<file path="config.mk">
export PLATFORM = sky130hd
export DESIGN_NAME = cdb_writeback
export DESIGN_NICKNAME = d
export VERILOG_FILES = /design/src/rtl/tomasulo_pkg.sv /design/src/rtl/cdb_read_port.sv /design/src/rtl/cdb_writeback.sv
export SDC_FILE = /design/constraint.sdc
export NUM_CORES = 1
export LEC_CHECK = 0
export CAP_MARGIN = 20
export CORE_MARGIN = 1
export CORE_UTILIZATION = 39
export CTS_BUF_LIST = sky130_fd_sc_hd__clkbuf_16
export DETAILED_ROUTE_END_ITERATION = 16
export DONT_BUFFER_PORTS = 1
export PLACE_DENSITY_LB_ADDON = 0.25
export SLEW_MARGIN = 10
export SYNTH_ARGS = -nofsm -noshare
export SYNTH_HDL_FRONTEND = slang
export SYNTH_SLANG_ARGS = --single-unit
</file>
<file path="constraint.sdc">
create_clock -name Clock -period 8.2 [get_ports Clock]
set_clock_uncertainty 0.05 [all_clocks]
set_input_delay 1.64 -clock Clock [delete_from_list [all_inputs] [get_ports Clock]]
set_output_delay 1.64 -clock Clock [all_outputs]
set_load 0.05 [all_outputs]
</file>
<file path="src/rtl/tomasulo_pkg.sv">
// tomasulo_pkg
//   Shared constants for the Tomasulo register file / common data bus slice.
//   TAG_W, DATA_W : default tag and data widths
//   N_REGS        : default number of architectural registers
//   FREE_REGISTER : tag value meaning "register holds a valid value"
//   RES_STATION_* : tags of the adder reservation stations
//   SEM_VALOR     : filler data value for operands not yet produced
package tomasulo_pkg;

  localparam int TAG_W  = 3;
  localparam int DATA_W = 16;
  localparam int N_REGS = 8;

  localparam logic [TAG_W-1:0]  FREE_REGISTER    = 3'd0;
  localparam logic [TAG_W-1:0]  RES_STATION_ADD1 = 3'd1;
  localparam logic [TAG_W-1:0]  RES_STATION_ADD2 = 3'd2;
  localparam logic [DATA_W-1:0] SEM_VALOR        = 16'hFFF0;

  // A broadcast or allocation with the free tag carries no information.
  function automatic logic tag_is_live(input logic [TAG_W-1:0] tag);
    return tag != FREE_REGISTER;
  endfunction

endpackage

</file>
<file path="src/rtl/cdb_read_port.sv">
// cdb_read_port
//   One combinational source-operand read port of the register file with
//   same-cycle CDB forwarding.
//   Reset            : synchronous active-low reset; outputs read as reset state
//   Rd_Addr          : register to read
//   Reg_Data/Reg_Qi  : current register values and status tags
//   Cdb_Valid/Tag/Data : CDB broadcast in this cycle
//   Rd_Data/Rd_Qi    : operand value and producing tag (0 = value ready)
module cdb_read_port #(
  parameter int N_REGS = tomasulo_pkg::N_REGS,
  parameter int TAG_W  = tomasulo_pkg::TAG_W,
  parameter int DATA_W = tomasulo_pkg::DATA_W,
  parameter int ADDR_W = $clog2(N_REGS)
) (
  input  logic                           Reset,
  input  logic [ADDR_W-1:0]              Rd_Addr,
  input  logic [N_REGS-1:0][DATA_W-1:0]  Reg_Data,
  input  logic [N_REGS-1:0][TAG_W-1:0]   Reg_Qi,
  input  logic                           Cdb_Valid,
  input  logic [TAG_W-1:0]               Cdb_Tag,
  input  logic [DATA_W-1:0]              Cdb_Data,
  output logic [DATA_W-1:0]              Rd_Data,
  output logic [TAG_W-1:0]               Rd_Qi
);

  import tomasulo_pkg::*;

  logic [DATA_W-1:0] sel_data;
  logic [TAG_W-1:0]  sel_qi;

  assign sel_data = Reg_Data[Rd_Addr];
  assign sel_qi   = Reg_Qi[Rd_Addr];

  always_comb begin
    Rd_Data = '0;
    Rd_Qi   = '0;
    // While reset is asserted the edge will clear everything, so present
    // the post-reset view instead of stale contents or a forwarded value.
    if (Reset) begin
      if (Cdb_Valid && Cdb_Tag != '0 && sel_qi == Cdb_Tag) begin
        Rd_Data = Cdb_Data;
        Rd_Qi   = '0;
      end else begin
        Rd_Data = sel_data;
        Rd_Qi   = sel_qi;
      end
    end
  end

endmodule

</file>
<file path="src/rtl/cdb_writeback.sv">
// cdb_writeback
//   Architectural register file plus register-status (Qi) table for a
//   Tomasulo core. Captures CDB broadcasts into every waiting register,
//   binds destination registers to station tags at dispatch, and serves
//   two forwarded source-operand reads.
//   Clock, Reset             : clock; synchronous active-low reset
//   Cdb_Valid/Tag/Data       : CDB broadcast from the arbiter
//   Alloc_En/Reg/Tag         : dispatch destination binding
//   Rd_Addr_J/K              : source operand addresses
//   Rd_Data_J/K, Rd_Qi_J/K   : Vj/Qj and Vk/Qk operand fields
//   Cdb_Ack / Cdb_Stale      : registered pulse, broadcast matched / matched nothing
//   Busy_Mask                : registered, bit i set when register i is pending
//   Wb_Count                 : saturating count of matching broadcast cycles
module cdb_writeback #(
  parameter int N_REGS = tomasulo_pkg::N_REGS,
  parameter int TAG_W  = tomasulo_pkg::TAG_W,
  parameter int DATA_W = tomasulo_pkg::DATA_W,
  parameter int ADDR_W = $clog2(N_REGS)
) (
  input  logic               Clock,
  input  logic               Reset,
  input  logic               Cdb_Valid,
  input  logic [TAG_W-1:0]   Cdb_Tag,
  input  logic [DATA_W-1:0]  Cdb_Data,
  input  logic               Alloc_En,
  input  logic [ADDR_W-1:0]  Alloc_Reg,
  input  logic [TAG_W-1:0]   Alloc_Tag,
  input  logic [ADDR_W-1:0]  Rd_Addr_J,
  input  logic [ADDR_W-1:0]  Rd_Addr_K,
  output logic [DATA_W-1:0]  Rd_Data_J,
  output logic [TAG_W-1:0]   Rd_Qi_J,
  output logic [DATA_W-1:0]  Rd_Data_K,
  output logic [TAG_W-1:0]   Rd_Qi_K,
  output logic               Cdb_Ack,
  output logic               Cdb_Stale,
  output logic [N_REGS-1:0]  Busy_Mask,
  output logic [7:0]         Wb_Count
);

  import tomasulo_pkg::*;

  logic [N_REGS-1:0][DATA_W-1:0] reg_data;
  logic [N_REGS-1:0][TAG_W-1:0]  reg_qi;

  logic [N_REGS-1:0][DATA_W-1:0] reg_data_nxt;
  logic [N_REGS-1:0][TAG_W-1:0]  reg_qi_nxt;
  logic [N_REGS-1:0]             match;
  logic [N_REGS-1:0]             busy_nxt;
  logic                          cdb_live;
  logic                          alloc_live;
  logic                          any_match;

  assign cdb_live   = Cdb_Valid && (Cdb_Tag != '0);
  assign alloc_live = Alloc_En && (Alloc_Tag != '0);
  assign any_match  = |match;

  always_comb begin
    match        = '0;
    reg_data_nxt = reg_data;
    reg_qi_nxt   = reg_qi;
    busy_nxt     = '0;
    for (int i = 0; i < N_REGS; i++) begin
      // Matches are taken against the pre-allocation status table.
      match[i] = cdb_live && (reg_qi[i] == Cdb_Tag);
      if (match[i]) begin
        reg_data_nxt[i] = Cdb_Data;
        reg_qi_nxt[i]   = '0;
      end
      // Allocation wins Qi on a collision: the station tag is being reused
      // for a new producer, while R still captures the retiring result.
      if (alloc_live && (Alloc_Reg == ADDR_W'(i))) begin
        reg_qi_nxt[i] = Alloc_Tag;
      end
      busy_nxt[i] = (reg_qi_nxt[i] != '0);
    end
  end

  always_ff @(posedge Clock) begin
    if (!Reset) begin
      reg_data  <= '0;
      reg_qi    <= '0;
      Cdb_Ack   <= 1'b0;
      Cdb_Stale <= 1'b0;
      Busy_Mask <= '0;
      Wb_Count  <= '0;
    end else begin
      reg_data  <= reg_data_nxt;
      reg_qi    <= reg_qi_nxt;
      Cdb_Ack   <= cdb_live && any_match;
      Cdb_Stale <= cdb_live && !any_match;
      Busy_Mask <= busy_nxt;
      if (cdb_live && any_match && (Wb_Count != 8'hFF)) begin
        Wb_Count <= Wb_Count + 8'd1;
      end
    end
  end

  cdb_read_port #(
    .N_REGS (N_REGS),
    .TAG_W  (TAG_W),
    .DATA_W (DATA_W),
    .ADDR_W (ADDR_W)
  ) u_read_j (
    .Reset     (Reset),
    .Rd_Addr   (Rd_Addr_J),
    .Reg_Data  (reg_data),
    .Reg_Qi    (reg_qi),
    .Cdb_Valid (Cdb_Valid),
    .Cdb_Tag   (Cdb_Tag),
    .Cdb_Data  (Cdb_Data),
    .Rd_Data   (Rd_Data_J),
    .Rd_Qi     (Rd_Qi_J)
  );

  cdb_read_port #(
    .N_REGS (N_REGS),
    .TAG_W  (TAG_W),
    .DATA_W (DATA_W),
    .ADDR_W (ADDR_W)
  ) u_read_k (
    .Reset     (Reset),
    .Rd_Addr   (Rd_Addr_K),
    .Reg_Data  (reg_data),
    .Reg_Qi    (reg_qi),
    .Cdb_Valid (Cdb_Valid),
    .Cdb_Tag   (Cdb_Tag),
    .Cdb_Data  (Cdb_Data),
    .Rd_Data   (Rd_Data_K),
    .Rd_Qi     (Rd_Qi_K)
  );

endmodule
</file>
======== Yosys cells after proc, flatten, opt, wreduce, memory -nomap -nowiden ========
Cells that the tools add are included.
operators by class
  reductions and logical operators ........ 36
  add/sub/neg operators ................... 1
  magnitude comparators ................... 2
  mux-type cells .......................... 32
  equal/unequal tests ..................... 18
operators with widths
  cell                                                                          count
  16-bit binary-select mux with 3-bit select                                    2
  16-bit two-way mux                                                            6
  3-bit two-way mux                                                             22
  3-bit equality test                                                           10
  3-bit nonzero test                                                            10
  1-bit logical AND                                                             23
  3-bit binary-select mux with 3-bit select                                     2
  3-bit equality test, second input constant                                    4
  8-bit by 1-bit adder with 8-bit output, second input constant                 1
  3-bit by 4-bit less-than comparator with 1-bit output, second input constant  2
  8-bit inequality test, second input constant                                  1
  8-bit OR reduction                                                            1
  3-bit by 2-bit equality test with 1-bit output, second input constant         2
  3-bit by 1-bit equality test with 1-bit output, second input constant         1
  3-bit logical NOT                                                             1
  1-bit logical NOT                                                             1
storage, ports and cells
  register bits after elaboration ......... 170
  word-level logic and storage cells ...... 109
  input bits .............................. 35
  output and inout port bits .............. 56

======== Longest topological paths before layout ========
  depth in word-level cells ............... 6
  mapped depth ............................ 10
  gate-level depth less buffers ........... 6

======== Modules after synthesis ========
Synthesis repeated with hierarchy kept, for this count alone.
unflattened totals
  cells, all modules ...................... 1000
  area total of the unflattened synthesis .. 9823.2 um^2
by module, submodules not included
  module         area an instance (um^2)  cells each  seq. area each (um^2)  times used
  cdb_writeback  6600.1                   694         3403.3                 1
  cdb_read_port  1611.5                   153         0.0                    2

======== Least setup slack after synthesis ========
No wires, ideal clock.
  kind .................................... input to output
  start ................................... input port Rd_Addr_K[0]
  end ..................................... output port Rd_Qi_K[0]
  required time ........................... 6.510 ns
  path buffers ............................ 3
  arrival time ............................ 4.115 ns
  slack ................................... 2.395 ns
  stages on the path ...................... 8
  cells stage by stage .................... buf_4 buf_6 mux4_2 mux2i_1 xor2_1 nand4_1 buf_4 nor3b_1
on the way
  cells in the longest elaborated chain, start to end .. 6
RTL lines
  element                                        line                 RTL
  start: declaration                             cdb_writeback.sv:29  input logic [ADDR_W-1:0] Rd_Addr_K,
  3-bit binary-select mux with 3-bit select (*)  cdb_read_port.sv:32  assign sel_qi = Reg_Qi[Rd_Addr];
  3-bit two-way mux (implied by the code) (*)    cdb_read_port.sv:32
  3-bit equality test                            cdb_read_port.sv:40  if (Cdb_Valid && Cdb_Tag != '0 && sel_qi == Cdb_Tag) begin
  1-bit logical AND                              cdb_read_port.sv:40
  3-bit two-way mux (*)                          cdb_read_port.sv:40
  3-bit two-way mux (*)                          cdb_read_port.sv:39  if (Reset) begin
  end: declaration                               cdb_writeback.sv:33  output logic [TAG_W-1:0] Rd_Qi_K,
Mark *: on every way between the ends. The rest lies on a longest branch, timed or not. The select of a mux whose other input is x is not followed.

======== Final worst setup path ========
  start ................................... input port Rd_Addr_K[0]
  end ..................................... output port Rd_Data_K[8]
on the way
  cells in the longest elaborated chain, start to end .. 6
  elaborated cells on any way between the ends .. 8
  classes of those cells .................. eq/ne: 1; mux: 6; reduce/logical: 1
RTL lines
  element                                    line                 RTL
  3-bit binary-select mux with 3-bit select  cdb_read_port.sv:32
  3-bit two-way mux (implied by the code)    cdb_read_port.sv:32
  3-bit equality test                        cdb_read_port.sv:40
  1-bit logical AND                          cdb_read_port.sv:40
  16-bit two-way mux (*)                     cdb_read_port.sv:40
  16-bit two-way mux (*)                     cdb_read_port.sv:39
  end: declaration                           cdb_writeback.sv:32  output logic [DATA_W-1:0] Rd_Data_K,
Marks and branches as above.

==> results by stage <==
Outcome:
- The flow ran to the end, and the final reports show no timing, DRC or antenna violations.

Synthesis:
- The main flop type after synthesis is sky130_fd_sc_hd__dfxtp_1.
- sky130_fd_sc_hd__dfxtp_1 takes more of the synthesized area than any other cell.
- After synthesis, the cell types taking the most area are sky130_fd_sc_hd__dfxtp_1, sky130_fd_sc_hd__mux2i_1, sky130_fd_sc_hd__mux4_2, sky130_fd_sc_hd__nor2_1, sky130_fd_sc_hd__nand2_1.
- The average cell area after synthesis is 10.5 sq um.
- The synthesized design contains 170 register bits.
- The most common cell in the synthesized netlist is sky130_fd_sc_hd__dfxtp_1.
- In the synthesized netlist, the cells that appear most often are sky130_fd_sc_hd__dfxtp_1, sky130_fd_sc_hd__mux2i_1, sky130_fd_sc_hd__nor2_1.
- The fraction of the yosys area taken by sequential cells is 35.5%.
- The net count after synthesis is 952.
- Of the post-synthesis cell area, the dominant cell type holds 35.5%.
- The cell count after synthesis came out at 916.
- The number of distinct standard cells referenced by the synthesized netlist is 44.
- The Yosys warning count is 0.
- Summing every instance area after synthesis gives 9580 sq um.
- The count of flip-flops with a built-in enable after synthesis is 0.
- Counting flops with an async set or reset pin after synthesis yields a share of 0%.

Setup path:
- The maximum fanout encountered on the critical timing path is 41.
- STA classifies the critical path endpoint as an output pin.
- The cell with the largest stage delay on the worst path is sky130_fd_sc_hd__mux2i_1.
- The required time at the worst-slack endpoint is 6.51 ns.
- The worst reg2reg path startpoint is reg_qi[8]$_SDFF_PN0_.
- The maximum single-stage delay on the critical path is 0.98 ns.
- The critical path arrival is 4.08 ns.
- The critical setup path kind is input port to output pin.
- The worst setup path is launched from an input port.
- Traced cell by cell, the critical path runs through mux4_2, mux2i_1, xor2_1, nand4_1, buf_4, mux2i_1.
- The launching instance or port of the critical path is Rd_Addr_K[0].
- In this design, the critical path's most frequently occurring cell is sky130_fd_sc_hd__mux2i_1.

Placed design:
- The count of buffers added on input and output ports is 0.
- Routability-driven placement finished with a final weighted congestion of 0.817.
- The pre-CTS setup slack is 2.45 ns.
- The placed instances occupy a cell area of 9670 sq um.
- The HPWL after detailed placement is 15800 microns.
- The number of instances in the placed design is 1162.

STA:
- The final count of hold timing violations was 0.
- The sum of negative setup slack is 0 ns.
- The maximum achievable frequency is 0.173 GHz.
- The relative slew slack is 21.4%.
- At the pin with the least slew margin, the transition time is 1.15 ns.
- The post-layout minimum cycle time is 5.77 ns.
- Setup repair after global routing left no endpoint under its margin.
- Setup slack on the critical path of the routed design comes to 2.43 ns.
- The total count of max-transition violations in the final report is 0.
- The final period utilization is 70.3%.
- Setup violations remaining at the end of the flow were counted as 0.

Global route:
- Summed over all layers, the global routing overflow is 0.
- Entering global routing, the biggest net connects 87 pins.
- The initial antenna violation count is 0.
- The via count of the first global-routing pass is 6628.
- The global-route wire length before repair is 39300 microns.
- The total routing usage reported by global routing is 20.4%.

Routing:
- The average wire per cell in the routed design is 20.9 microns.
- The DRC violation count after routing is 0.
- In the routed layout, each cell is associated on average with a via count of 5.65.
- The number of iterations in the first detailed-routing pass is 5.
- The total via count in the routed design is 6746.
- The iteration-0 DRC count of the detailed router is 508.
- In this run the remaining antenna-violating nets after routing total 0.
- The final layout contains routed wiring with a total length of 25000 microns.

Die:
- The die width is 159 microns.
- The total die area is 25200 sq um.
- The die is 159 microns tall.
- The core region is 23800 sq um.
- The initial utilization of the core area, before any placement, comes to 40.3%.
- In this run the core area contains 56 standard-cell rows.
- During I/O placement, the number of pins put on the boundary was 91.

Clock network:
- TritonCTS built the clock tree.
- The number of H-tree levels is 4.
- The number of sinks on the clock net is 170.
- After clock tree synthesis, the clock-pin slew on the worst setup and hold paths is 0.06 ns.
- The number of buffers added to fix hold violations after cts is 0.
- Once the clock tree was built, the resizer swapped 0 gates to a different size.
- The number of buffers inserted to repair setup after CTS is 0.
- The cell chosen for the clock root is sky130_fd_sc_hd__clkbuf_16.
- The source-to-sink clock delay at the later pin of the worst-skew pair is 0.42 ns.
- The number of clock buffers added by TritonCTS is 17.
- The largest buffer count on any clock path is 2.

Final layout:
- Compared with the post-synthesis result, the final layout area differs by 7.54%.
- Cells with a size suffix above 1 make up 16.6% of the layout.
- The net count of the finished layout is 898.
- The total non-filler cell area in the finished layout is 10300 sq um.
- The non-filler instance count after layout is 1193.
- The count of antenna diodes in the layout is 0.

Worst hold path:
- The kind of path behind the tightest hold check is register to register.
- The worst hold path begins at reg_data[117]$_SDFFE_PN0P_.

Pwr:
- Dividing total power by cell area gives a power density of 189 nW/um^2.
- The leakage power is 3.64 nW.
- Across the VDD grid, the largest voltage drop is 0.150 mV.

Run:
- The number of violations of the max-capacitance limit is 0.
==> cell families after synthesis <==
family | Yosys count | synth area share [%]
adder cells (fa/ha/maj) | 1 | 0.131
AO/OA/AOI/OAI | 70 | 5.03
flip-flops | 170 | 35.5
XOR/XNOR | 30 | 3.29
buffers and inverters | 86 | 4.38
multiplexers | 245 | 35.1
AND/OR/NAND/NOR | 314 | 16.6
==> sequential cells by signal (all words and copies together) (netlist names) <==
name,cells
Busy_Mask,8
reg_qi,24
reg_data,128
Cdb_Stale,1
Cdb_Ack,1
Wb_Count,8
==> critical path, delay by kind of cell <==
| kind | cells | cell delay, ns |
|---|---|---|
| buf+inv | 1 | 0.39 |
| simple gates | 1 | 0.19 |
| xor+xnor | 1 | 0.11 |
| mux | 3 | 1.72 |
==> layer usage <==
metal	GRT usage [%]	wire length (microns)	up-vias
met5	0	0	-
li1	-	-	3193
met3	4.44	1110	34
met1	25.9	11100	3372
met4	7.02	486	0
met2	34.0	12300	147
==> report_power, final <==
part           internal (W)  switching [W]
Combinational     0.0000807       0.000120
Sequential         0.000846      0.0000298
Clock              0.000535       0.000330
Total               0.00146       0.000480
==> cells in the final DEF (no fill, tap or decap), types with 2 or more instances in the layout <==
cell type                     n
sky130_fd_sc_hd__a2111oi_0    2
sky130_fd_sc_hd__a21oi_1     27
sky130_fd_sc_hd__and3_1       7
sky130_fd_sc_hd__buf_4       11
sky130_fd_sc_hd__bufinv_16    5
sky130_fd_sc_hd__clkbuf_16   17
sky130_fd_sc_hd__clkinv_2     5
sky130_fd_sc_hd__clkinv_4     2
sky130_fd_sc_hd__dfxtp_1    170
sky130_fd_sc_hd__mux2_2       4
sky130_fd_sc_hd__mux2i_1    169
sky130_fd_sc_hd__mux4_2      72
sky130_fd_sc_hd__nand2_1     69
sky130_fd_sc_hd__nand2b_1    38
sky130_fd_sc_hd__nand3_1      5
sky130_fd_sc_hd__nand4_1      2
sky130_fd_sc_hd__nor2_1     137
sky130_fd_sc_hd__nor3_1      13
sky130_fd_sc_hd__nor3_2       3
sky130_fd_sc_hd__nor3b_1      5
sky130_fd_sc_hd__nor3b_2      4
sky130_fd_sc_hd__nor4_1       6
sky130_fd_sc_hd__nor4_4       8
sky130_fd_sc_hd__nor4b_1      2
sky130_fd_sc_hd__o211ai_1    32
sky130_fd_sc_hd__o21ai_1      2
sky130_fd_sc_hd__or3_1        9
sky130_fd_sc_hd__or4_4        2
sky130_fd_sc_hd__xnor2_1      2
sky130_fd_sc_hd__xor2_1      21
sky130_fd_sc_hd__xor2_2       7
==> per-stage QoR <==
step                utilization (%)  hold slack (ns)  total power [W]
detailed placement             40.7            0.448          0.00110
CTS                            43.4            0.466          0.00196
global route                   43.4            0.485          0.00201
floorplan                         -            0.422          0.00110
global placement               40.7            0.437          0.00109
finish                         43.4            0.463          0.00194
==> path summary, 6_finish.rpt <==
path / endpoint / slack (ns) / cells past startpoint
max: Rd_Data_K[8] / 2.43 / 6
min: reg_data[117]$_SDFFE_PN0P_ / 0.46 / 2
max reg2reg: Busy_Mask[2]$_SDFF_PN0_ / 5.92 / 6
min reg2reg: reg_data[117]$_SDFFE_PN0P_ / 0.46 / 2
==> cell type report <==
class                           count  area (sq um)
Fill cell                        2242         13500
Multi-Input combinational cell    660          5780
Sequential cell                   170          3400
Clock buffer                       17           425
Tap cell                          319           399
Clock inverter                     14           204
Timing Repair Buffer               11          82.6
Inverter                            2          10.0
No activity file was read; power rests on OpenSTA's default activity.
